### src/rtl/multicycle_controller_pkg.sv
// Shared constants for the multicycle RV32I controller: opcodes, FSM states and
// datapath select/control encodings.
package multicycle_controller_pkg;

  localparam int unsigned OPCODE_W = 7;
  localparam int unsigned FUNC3_W  = 3;
  localparam int unsigned FUNC7_W  = 7;
  localparam int unsigned SEL_W    = 2;
  localparam int unsigned IMM_W    = 3;
  localparam int unsigned ALU_W    = 3;

  localparam logic [OPCODE_W-1:0] OP_R    = 7'b0110011;
  localparam logic [OPCODE_W-1:0] OP_I    = 7'b0010011;
  localparam logic [OPCODE_W-1:0] OP_LW   = 7'b0000011;
  localparam logic [OPCODE_W-1:0] OP_SW   = 7'b0100011;
  localparam logic [OPCODE_W-1:0] OP_BR   = 7'b1100011;
  localparam logic [OPCODE_W-1:0] OP_JAL  = 7'b1101111;
  localparam logic [OPCODE_W-1:0] OP_JALR = 7'b1100111;
  localparam logic [OPCODE_W-1:0] OP_LUI  = 7'b0110111;

  typedef enum logic [3:0] {
    S_FETCH,
    S_DECODE,
    S_MEMADR,
    S_MEMREAD,
    S_MEMWB,
    S_MEMWRITE,
    S_EXECR,
    S_EXECI,
    S_ALUWB,
    S_BRANCH,
    S_JAL,
    S_JALR,
    S_LUI,
    S_HALT
  } state_t;

  localparam logic [ALU_W-1:0] ALU_ADD = 3'b000;
  localparam logic [ALU_W-1:0] ALU_SUB = 3'b001;
  localparam logic [ALU_W-1:0] ALU_AND = 3'b010;
  localparam logic [ALU_W-1:0] ALU_OR  = 3'b011;
  localparam logic [ALU_W-1:0] ALU_XOR = 3'b100;
  localparam logic [ALU_W-1:0] ALU_SLT = 3'b101;

  localparam logic [IMM_W-1:0] IMM_I = 3'b000;
  localparam logic [IMM_W-1:0] IMM_S = 3'b001;
  localparam logic [IMM_W-1:0] IMM_B = 3'b010;
  localparam logic [IMM_W-1:0] IMM_J = 3'b011;
  localparam logic [IMM_W-1:0] IMM_U = 3'b100;

  localparam logic [SEL_W-1:0] RES_ALUOUT = 2'b00;
  localparam logic [SEL_W-1:0] RES_MDR    = 2'b01;
  localparam logic [SEL_W-1:0] RES_ALU    = 2'b10;
  localparam logic [SEL_W-1:0] RES_IMM    = 2'b11;

  localparam logic [SEL_W-1:0] SRCA_PC    = 2'b00;
  localparam logic [SEL_W-1:0] SRCA_OLDPC = 2'b01;
  localparam logic [SEL_W-1:0] SRCA_A     = 2'b10;

  localparam logic [SEL_W-1:0] SRCB_B     = 2'b00;
  localparam logic [SEL_W-1:0] SRCB_IMM   = 2'b01;
  localparam logic [SEL_W-1:0] SRCB_FOUR  = 2'b10;

  localparam logic [SEL_W-1:0] ADR_PC     = 2'b00;
  localparam logic [SEL_W-1:0] ADR_RESULT = 2'b01;

endpackage

### src/rtl/multicycle_controller_alu_decoder.sv
// Combinational ALU operation decode from func3/func7; SUB only for R-type.
module multicycle_controller_alu_decoder
  import multicycle_controller_pkg::*;
(
  input  logic [OPCODE_W-1:0] opcode,
  input  logic [FUNC3_W-1:0]  func3,
  input  logic [FUNC7_W-1:0]  func7,
  output logic [ALU_W-1:0]    alu_control_c
);

  // Only func7[5] distinguishes operations among the supported set.
  logic unused_func7;
  assign unused_func7 = ^{func7[6], func7[4:0]};

  always_comb begin
    alu_control_c = ALU_ADD;
    case (func3)
      3'b000: if (opcode == OP_R && func7[5]) alu_control_c = ALU_SUB;
      3'b010: alu_control_c = ALU_SLT;
      3'b100: alu_control_c = ALU_XOR;
      3'b110: alu_control_c = ALU_OR;
      3'b111: alu_control_c = ALU_AND;
      default: ;
    endcase
  end

endmodule

### src/rtl/multicycle_controller.sv
// Moore control FSM for the multicycle RV32I datapath.
// Build option ILLEGAL_INSTR_EN: unsupported opcodes halt and raise 'illegal'.
module multicycle_controller
  import multicycle_controller_pkg::*;
(
  input  logic                clk,
  input  logic                rst,
  input  logic [OPCODE_W-1:0] opcode,
  input  logic [FUNC3_W-1:0]  func3,
  input  logic [FUNC7_W-1:0]  func7,
  input  logic                zero,
  input  logic                negative,
  output logic                PCWrite,
  output logic                IRWrite,
  output logic                RegWrite,
  output logic                MemWrite,
  output logic [SEL_W-1:0]    AdrSrc,
  output logic [SEL_W-1:0]    ALUSrcA,
  output logic [SEL_W-1:0]    ALUSrcB,
  output logic [SEL_W-1:0]    ResultSrc,
  output logic [IMM_W-1:0]    ImmSrc,
  output logic [ALU_W-1:0]    ALUControl
`ifdef ILLEGAL_INSTR_EN
  ,
  output logic                illegal
`endif
);

  state_t state_q, state_d;
  logic [ALU_W-1:0] alu_dec_c;

  multicycle_controller_alu_decoder u_alu_decoder (
    .opcode        (opcode),
    .func3         (func3),
    .func7         (func7),
    .alu_control_c (alu_dec_c)
  );

  always_ff @(posedge clk) begin
    if (rst) state_q <= S_FETCH;
    else     state_q <= state_d;
  end

  always_comb begin
    state_d    = state_q;
    PCWrite    = 1'b0;
    IRWrite    = 1'b0;
    RegWrite   = 1'b0;
    MemWrite   = 1'b0;
    AdrSrc     = ADR_PC;
    ALUSrcA    = SRCA_PC;
    ALUSrcB    = SRCB_B;
    ResultSrc  = RES_ALUOUT;
    ImmSrc     = IMM_I;
    ALUControl = ALU_ADD;
`ifdef ILLEGAL_INSTR_EN
    illegal    = 1'b0;
`endif

    case (state_q)
      S_FETCH: begin
        IRWrite   = 1'b1;
        ALUSrcB   = SRCB_FOUR;
        ResultSrc = RES_ALU;
        PCWrite   = 1'b1;
        state_d   = S_DECODE;
      end
      S_DECODE: begin
        // ALUOut <= branch/jal target; ALUOut still holds PC+4 for the link write.
        ALUSrcA = SRCA_OLDPC;
        ALUSrcB = SRCB_IMM;
        if (opcode == OP_BR)       ImmSrc = IMM_B;
        else if (opcode == OP_JAL) ImmSrc = IMM_J;
        if (opcode == OP_JAL || opcode == OP_JALR) RegWrite = 1'b1;
        case (opcode)
          OP_LW, OP_SW: state_d = S_MEMADR;
          OP_R:         state_d = S_EXECR;
          OP_I:         state_d = S_EXECI;
          OP_BR:        state_d = S_BRANCH;
          OP_JAL:       state_d = S_JAL;
          OP_JALR:      state_d = S_JALR;
          OP_LUI:       state_d = S_LUI;
`ifdef ILLEGAL_INSTR_EN
          default:      state_d = S_HALT;
`else
          default:      state_d = S_FETCH;
`endif
        endcase
      end
      S_MEMADR: begin
        ALUSrcA = SRCA_A;
        ALUSrcB = SRCB_IMM;
        ImmSrc  = (opcode == OP_SW) ? IMM_S : IMM_I;
        state_d = (opcode == OP_SW) ? S_MEMWRITE : S_MEMREAD;
      end
      S_MEMREAD: begin
        AdrSrc  = ADR_RESULT;
        state_d = S_MEMWB;
      end
      S_MEMWB: begin
        ResultSrc = RES_MDR;
        RegWrite  = 1'b1;
        state_d   = S_FETCH;
      end
      S_MEMWRITE: begin
        AdrSrc   = ADR_RESULT;
        MemWrite = 1'b1;
        state_d  = S_FETCH;
      end
      S_EXECR: begin
        ALUSrcA    = SRCA_A;
        ALUControl = alu_dec_c;
        state_d    = S_ALUWB;
      end
      S_EXECI: begin
        ALUSrcA    = SRCA_A;
        ALUSrcB    = SRCB_IMM;
        ALUControl = alu_dec_c;
        state_d    = S_ALUWB;
      end
      S_ALUWB: begin
        RegWrite = 1'b1;
        state_d  = S_FETCH;
      end
      S_BRANCH: begin
        // PCWrite is the only Mealy output: it follows the live ALU flags.
        ALUSrcA    = SRCA_A;
        ALUControl = ALU_SUB;
        case (func3)
          3'b000:  PCWrite = zero;
          3'b001:  PCWrite = ~zero;
          3'b100:  PCWrite = negative;
          3'b101:  PCWrite = ~negative;
          default: PCWrite = 1'b0;
        endcase
        state_d = S_FETCH;
      end
      S_JAL: begin
        PCWrite = 1'b1;
        state_d = S_FETCH;
      end
      S_JALR: begin
        ALUSrcA   = SRCA_A;
        ALUSrcB   = SRCB_IMM;
        ResultSrc = RES_ALU;
        PCWrite   = 1'b1;
        state_d   = S_FETCH;
      end
      S_LUI: begin
        ImmSrc    = IMM_U;
        ResultSrc = RES_IMM;
        RegWrite  = 1'b1;
        state_d   = S_FETCH;
      end
      S_HALT: begin
`ifdef ILLEGAL_INSTR_EN
        illegal = 1'b1;
        state_d = S_HALT;
`else
        state_d = S_FETCH;
`endif
      end
      default: state_d = S_FETCH;
    endcase

    // No architectural write may happen while reset is held.
    if (rst) begin
      PCWrite  = 1'b0;
      IRWrite  = 1'b0;
      RegWrite = 1'b0;
      MemWrite = 1'b0;
    end
  end

endmodule

### config.mk
export PLATFORM = sky130hd
export DESIGN_NAME = multicycle_controller
export DESIGN_NICKNAME = d
export VERILOG_FILES = /design/src/rtl/multicycle_controller_pkg.sv /design/src/rtl/multicycle_controller_alu_decoder.sv /design/src/rtl/multicycle_controller.sv
export SDC_FILE = /design/constraint.sdc
export NUM_CORES = 1
export LEC_CHECK = 0
export ABC_CLOCK_PERIOD_IN_PS = 3600
export CELL_PAD_IN_SITES_DETAIL_PLACEMENT = 0
export CELL_PAD_IN_SITES_GLOBAL_PLACEMENT = 1
export CORE_MARGIN = 1
export CORE_UTILIZATION = 25
export DETAILED_ROUTE_END_ITERATION = 8
export HOLD_SLACK_MARGIN = 0.1
export MAX_ROUTING_LAYER = met4
export PLACE_DENSITY = 0.88
export RECOVER_POWER = 100
export REMOVE_ABC_BUFFERS = 1
export SYNTH_ARGS = -nofsm -noshare
export SYNTH_HDL_FRONTEND = slang
export SYNTH_HIERARCHICAL = 1
export SYNTH_SLANG_ARGS = --single-unit
### constraint.sdc
create_clock -name clk -period 3.6 [get_ports clk]
set_input_delay 0.72 -clock clk [delete_from_list [all_inputs] [get_ports clk]]
set_output_delay 0.72 -clock clk [all_outputs]
set_load 0.01 [all_outputs]
==> flow_metrics.py, run 1 <==
metrics = {
    "outcome": {
        "status": "finished, final reports clean",
    },
    "synthesis": {
        "largest_cells_by_area_after_synthesis": "dfxtp_1, xnor2_1, and2_1",
        "synth_cell_type_count": 39,
        "synth_seq_area_share": 0.124,
        "netlist_instances": 88,
        "synth_edf_count": 0,
        "share_of_the_synthesized_area_in_the_top_cell_type": 0.124,
        "synth_seq_cells": 4,
        "ys.warnings.count": 6,
        "synthesis.area_per_instance_sq_um": 7.35,
        "synth_largest_area_cell": "dfxtp_1",
        "ys_dominant_reg_cell": "dfxtp_1",
        "syn_area_sq_um": 647,
        "synth-async-reset-ratio": 0,
    },
    "grt": {
        "first_global_vias": 678,
        "grt_max_degree": 17,
        "grt_antenna_before_repair": 0,
        "gr_overflow_total": 0,
        "track_usage": 0.146,
        "grt_first_pass_wirelength_mm": 2.95,
    },
    "worst_hold_path": {
        "holdCritPathClass": "flop to flop",
    },
    "finish": {
        "layout.nets": 139,
        "finish.utilization": 0.395,
        "biggestRegsByFlops": "state_q x4",
        "multi_input_comb_area_sq_um": 504,
        "largest-register": "state_q",
        "final_common_cell": "dlygate4sd3_1",
        "layout.cell_area.non_filler_sq_um": 970,
        "regArea_sq_um": 80.1,
        "flip_flop_count_of_the_largest_register_after_layout": 4,
        "syn2layout_area_growth_pct": 49.9,
        "num_antenna_cells": 0,
        "drive_above_1_share": 0.0603,
        "fill_cells": 268,
        "layout_common_cells": "dlygate4sd3_1, clkdlybuf4s50_1, nor2_1, and2_1, nand2_1",
    },
    "floorplanning": {
        "die_footprint_sq_um": 2790,
        "floorplan.die.height_microns": 52.9,
        "initial_core_util": 0.264,
        "chipWidth_microns": 52.9,
        "placementRows": 18,
        "core_area_sq_um": 2450,
        "ios": 39,
    },
    "sta": {
        "slew_violations": 0,
        "hold-worst-slack_ns": 0.703,
        "timing.fmax_ghz": 0.300,
        "finalSetupTns_ns": 0,
        "rsz_0062_raised_after_global_routing": "false",
        "layout_worst_path_cycle_share": 0.924,
        "final.setup_skew_ns": 0.00213,
        "timing.final.hold_violations": 0,
        "timing.final.crit_period_ns": 3.33,
        "max-slew-margin-rel": 0.364,
        "final_report_setup_violation_count": 0,
        "worst_slew_pin_slew_ns": 0.941,
    },
    "power_and_ir_drop": {
        "max-vdd-ir-drop_uv": 70.7,
        "power.total_mw": 0.168,
        "cellPowerDensity_nw_per_um2": 174,
        "power.leakage_nw": 0.405,
    },
    "detailed_routing": {
        "detail_route.first_pass.iterations": 4,
        "totalWireLength_mm": 1.79,
        "vias": 756,
        "drcViolationCount": 0,
        "postRouteAntennaNets": 0,
        "vias_per_cell": 5.18,
        "drt_iter0_markers": 23,
        "wl_per_cell_microns": 12.2,
    },
    "clocking": {
        "cts.path.max_buffers": 2,
        "insertion_delay_ns": 0.23,
        "cts_max_level": 1,
        "worst_setup_hold_path_clk_slew_ns": 0.04,
        "root_buffer": "clkbuf_4",
        "cts_sinks": 4,
        "cts_resized": 0,
        "cts_hold_buf": 0,
        "numCtsBuffers": 3,
        "post_cts.repair.setup_buffers": 0,
        "cts_tree": "done",
    },
    "worst_setup_path": {
        "critPathCaptureType": "output pin",
        "signal_arrival_time_at_the_worst_endpoint_ns": 2.61,
        "crit_fanout": 6,
        "setup.worst_path.class": "primary input to output pin",
        "required_ns": 2.88,
        "critical_path.startpoint_type": "primary input",
    },
    "job": {
        "max_cap_violations": 0,
    },
    "place": {
        "port_buffers": 31,
        "finalWeightedCongestion": 0.828,
        "dp.final_hpwl_mm": 1.38,
        "placed_cell_area_sq_um": 962,
    },
}
final timing paths:
kind | from | endpoint | slack, ns | cells after the start
max | opcode[6] | ALUControl[0] | 0.27 | 5
min | state_q[0] | state_q[0] | 0.70 | 1
max reg2reg | state_q[0] | state_q[3] | 1.69 | 3
min reg2reg | state_q[0] | state_q[0] | 0.70 | 1
per-stage QoR:
step           std cells  setup WS (ns)
2_1_floorplan         82           1.38
3_3_place_gp         143          0.291
3_5_place_dp         143          0.299
4_1_cts              146          0.299
5_1_grt              146          0.174
6_report             146          0.272
cell type report:
cell class | count | share of cell area
Multi-Input combinational cell | 74 | 0.520
Timing Repair Buffer | 31 | 0.320
Sequential cell | 4 | 0.0826
Tap cell | 30 | 0.0387
Clock buffer | 3 | 0.0232
Inverter | 4 | 0.0155
kinds of logic (layout without fill, tap and decap cells):
kind of cell / Yosys count / after routing / share of synthesized area
flip-flops: 4 / 4 / 0.124
multiplexers: 2 / 2 / 0.0309
AND/OR/NAND/NOR: 51 / 51 / 0.524
other: 1 / 1 / 0.00580
XOR/XNOR: 4 / 4 / 0.0542
AO/OA/AOI/OAI: 16 / 16 / 0.188
buffers and inverters: 10 / 38 / 0.0735
worst max-delay path: stages:
cell,delay (ns)
dlygate4sd3_1,0.63
and4b_1,0.22
a32o_1,0.25
a22o_1,0.20
dlygate4sd3_1,0.59
synth_stat cells (all sizes together) (2+ instances only):
| library cell | instances |
|---|---|
| nor2 | 8 |
| and4bb | 2 |
| nand4 | 4 |
| nor2b | 4 |
| buf | 6 |
| and3 | 2 |
| nand2 | 5 |
| nor3b | 4 |
| a22o | 2 |
| and4b | 3 |
| dfxtp | 4 |
| and2 | 5 |
| xnor2 | 4 |
| or2 | 2 |
| nand3 | 2 |
| nor3 | 2 |
| nand2b | 2 |
| a31oi | 4 |
| inv | 4 |
| mux2i | 2 |
per-layer routing:
| layer | GRT usage | share of wire | vias to the layer above |
|---|---|---|---|
| li1 | - | - | 385 |
| met1 | 0.188 | 0.47 | 342 |
| met4 | 0.0789 | 0 | 0 |
| met3 | 0.0172 | 0.053 | 0 |
| met2 | 0.219 | 0.47 | 29 |
| met5 | - | 0 | - |
report_power, final:
group | switching, mW | internal (mW) | total [mW]
registers | 0.00433 | 0.0457 | 0.0500
clock network | 0.0180 | 0.0373 | 0.0552
logic | 0.0273 | 0.0359 | 0.0632
(Power assumes the default switching activity.)
==> inputs of run 2 (changes only) <==
Settings changed: MAX_ROUTING_LAYER met4 to unset.
==> run 2 against run 1 <==
Against the previous run: cell count unchanged; register-to-register slack is essentially flat; sequential power is essentially flat; sequential cell count is the same; sequential share of layout area unchanged; total power about the same; largest power group unchanged.
==> flow_metrics.py, run 2 (synthesis gave the netlist of run 1 again) <==
metrics = {
    "detailed_routing": {
        "vias_per_cell": 5.22,
        "totalWireLength_mm": 1.78,
        "vias": 762,
        "postRouteAntennaNets": 0,
        "wl_per_cell_microns": 12.2,
        "drcViolationCount": 0,
        "detail_route.first_pass.iterations": 4,
        "drt_iter0_markers": 23,
    },
    "clocking": {
        "cts_resized": 0,
        "numCtsBuffers": 3,
        "root_buffer": "clkbuf_4",
        "cts_sinks": 4,
        "cts_max_level": 1,
        "post_cts.repair.setup_buffers": 0,
        "cts_hold_buf": 0,
        "cts.path.max_buffers": 2,
        "insertion_delay_ns": 0.23,
        "worst_setup_hold_path_clk_slew_ns": 0.04,
        "cts_tree": "done",
    },
    "power_and_ir_drop": {
        "max-vdd-ir-drop_uv": 70.7,
        "power.leakage_nw": 0.405,
        "cellPowerDensity_nw_per_um2": 174,
    },
    "grt": {
        "grt_first_pass_wirelength_mm": 2.93,
        "track_usage": 0.141,
        "grt_antenna_before_repair": 0,
        "grt_max_degree": 17,
        "first_global_vias": 681,
        "gr_overflow_total": 0,
    },
    "outcome": {
        "status": "finished, final reports clean",
    },
    "finish": {
        "final_common_cell": "dlygate4sd3_1",
        "layout.cell_area.non_filler_sq_um": 970,
        "syn2layout_area_growth_pct": 49.9,
        "layout.cells.non_filler": 146,
        "layout_common_cells": "dlygate4sd3_1, clkdlybuf4s50_1, nor2_1, and2_1, nand2_1",
        "layout.nets": 139,
        "largest-register": "state_q",
        "drive_above_1_share": 0.0603,
        "flip_flop_count_of_the_largest_register_after_layout": 4,
        "num_antenna_cells": 0,
        "biggestRegsByFlops": "state_q x4",
    },
    "sta": {
        "rsz_0062_raised_after_global_routing": "false",
        "worst_slew_pin_slew_ns": 0.941,
        "slew_violations": 0,
        "max-slew-margin-rel": 0.363,
        "final.setup_skew_ns": 0.00214,
        "final_report_setup_violation_count": 0,
        "timing.final.crit_period_ns": 3.33,
        "layout_worst_path_cycle_share": 0.925,
        "timing.final.hold_violations": 0,
        "finalSetupTns_ns": 0,
        "timing.fmax_ghz": 0.300,
    },
    "floorplanning": {
        "initial_core_util": 0.264,
        "chipWidth_microns": 52.9,
        "ios": 39,
        "die_footprint_sq_um": 2790,
        "placementRows": 18,
        "core_area_sq_um": 2450,
        "floorplan.die.height_microns": 52.9,
    },
    "worst_hold_path": {
        "holdCritPathClass": "flop to flop",
        "hold_path_end": "state_q[0]",
        "worstHoldPathCells": 1,
        "holdCritStartpoint": "state_q[0]",
    },
    "place": {
        "port_buffers": 31,
        "placed_cell_area_sq_um": 962,
        "finalWeightedCongestion": 0.816,
        "post-place-cells": 143,
        "dp.final_hpwl_mm": 1.38,
    },
    "worst_setup_path": {
        "critical_path.startpoint_type": "primary input",
        "reg2reg_to": "state_q[3]",
        "signal_arrival_time_at_the_worst_endpoint_ns": 2.61,
        "reg2reg_depth": 3,
        "required_ns": 2.88,
        "critPathCaptureType": "output pin",
        "crit_fanout": 6,
        "r2r-start": "state_q[0]",
        "r2r_slack_ns": 1.70,
        "setup.worst_path.class": "primary input to output pin",
    },
    "job": {
        "max_cap_violations": 0,
    },
}
[run 2: worst max-delay path: stages]
cell and delay (ns):
dlygate4sd3_1 0.63, and4b_1 0.22, a32o_1 0.25, a22o_1 0.20, dlygate4sd3_1 0.59
[run 2: worst max path at each step]
stage	to	start	cells after the start
floorplan	RegWrite	opcode[4]	3
global placement	RegWrite	opcode[4]	5
detailed placement	RegWrite	opcode[4]	5
CTS	RegWrite	opcode[4]	5
global route	ImmSrc[0]	opcode[6]	5
finish	ALUControl[0]	opcode[6]	5
[run 2: through the flow]
step	power [mW]	hold WS, ns	setup WS (ns)	util
after floorplan	0.0793	0.571	1.38	-
after global placement	0.117	0.670	0.291	0.392
after detailed placement	0.118	0.688	0.299	0.392
after CTS	0.175	0.703	0.299	0.401
after global routing	0.180	0.750	0.174	0.395
final	0.168	0.712	0.271	0.395
[run 2: routing by layer]
layer / share of wire / GRT usage / vias up / wire, microns
met4: 0 / 0.0789 / 0 / 0
met3: 0.053 / 0.0172 / 0 / 94
met1: 0.47 / 0.186 / 348 / 829
met2: 0.48 / 0.219 / 29 / 853
li1: - / - / 385 / -
met5: 0 / 0 / - / 0
[run 2: power breakdown]
part | switching (mW) | leakage [nW] | internal, mW
Sequential | 0.00429 | 0.0326 | 0.0457
Clock | 0.0180 | 0.0138 | 0.0373
Combinational | 0.0273 | 0.359 | 0.0359
[run 2: cell type report]
cell class              count  area (sq um)
well taps                  30          37.5
inverters                   4          15.0
clock buffers               3          22.5
repair buffers             31           310
flip-flops and latches      4          80.1
multi-input cells          74           504
fillers                   268          1490
==> inputs of run 3 (changes only) <==
Settings changed: CTS_BUF_LIST set to sky130_fd_sc_hd__clkbuf_4 sky130_fd_sc_hd__clkbuf_8, SLEW_MARGIN set to 15.
==> results of run 3 <==
Final layout, timing and power as in run 2 (identical DEF).
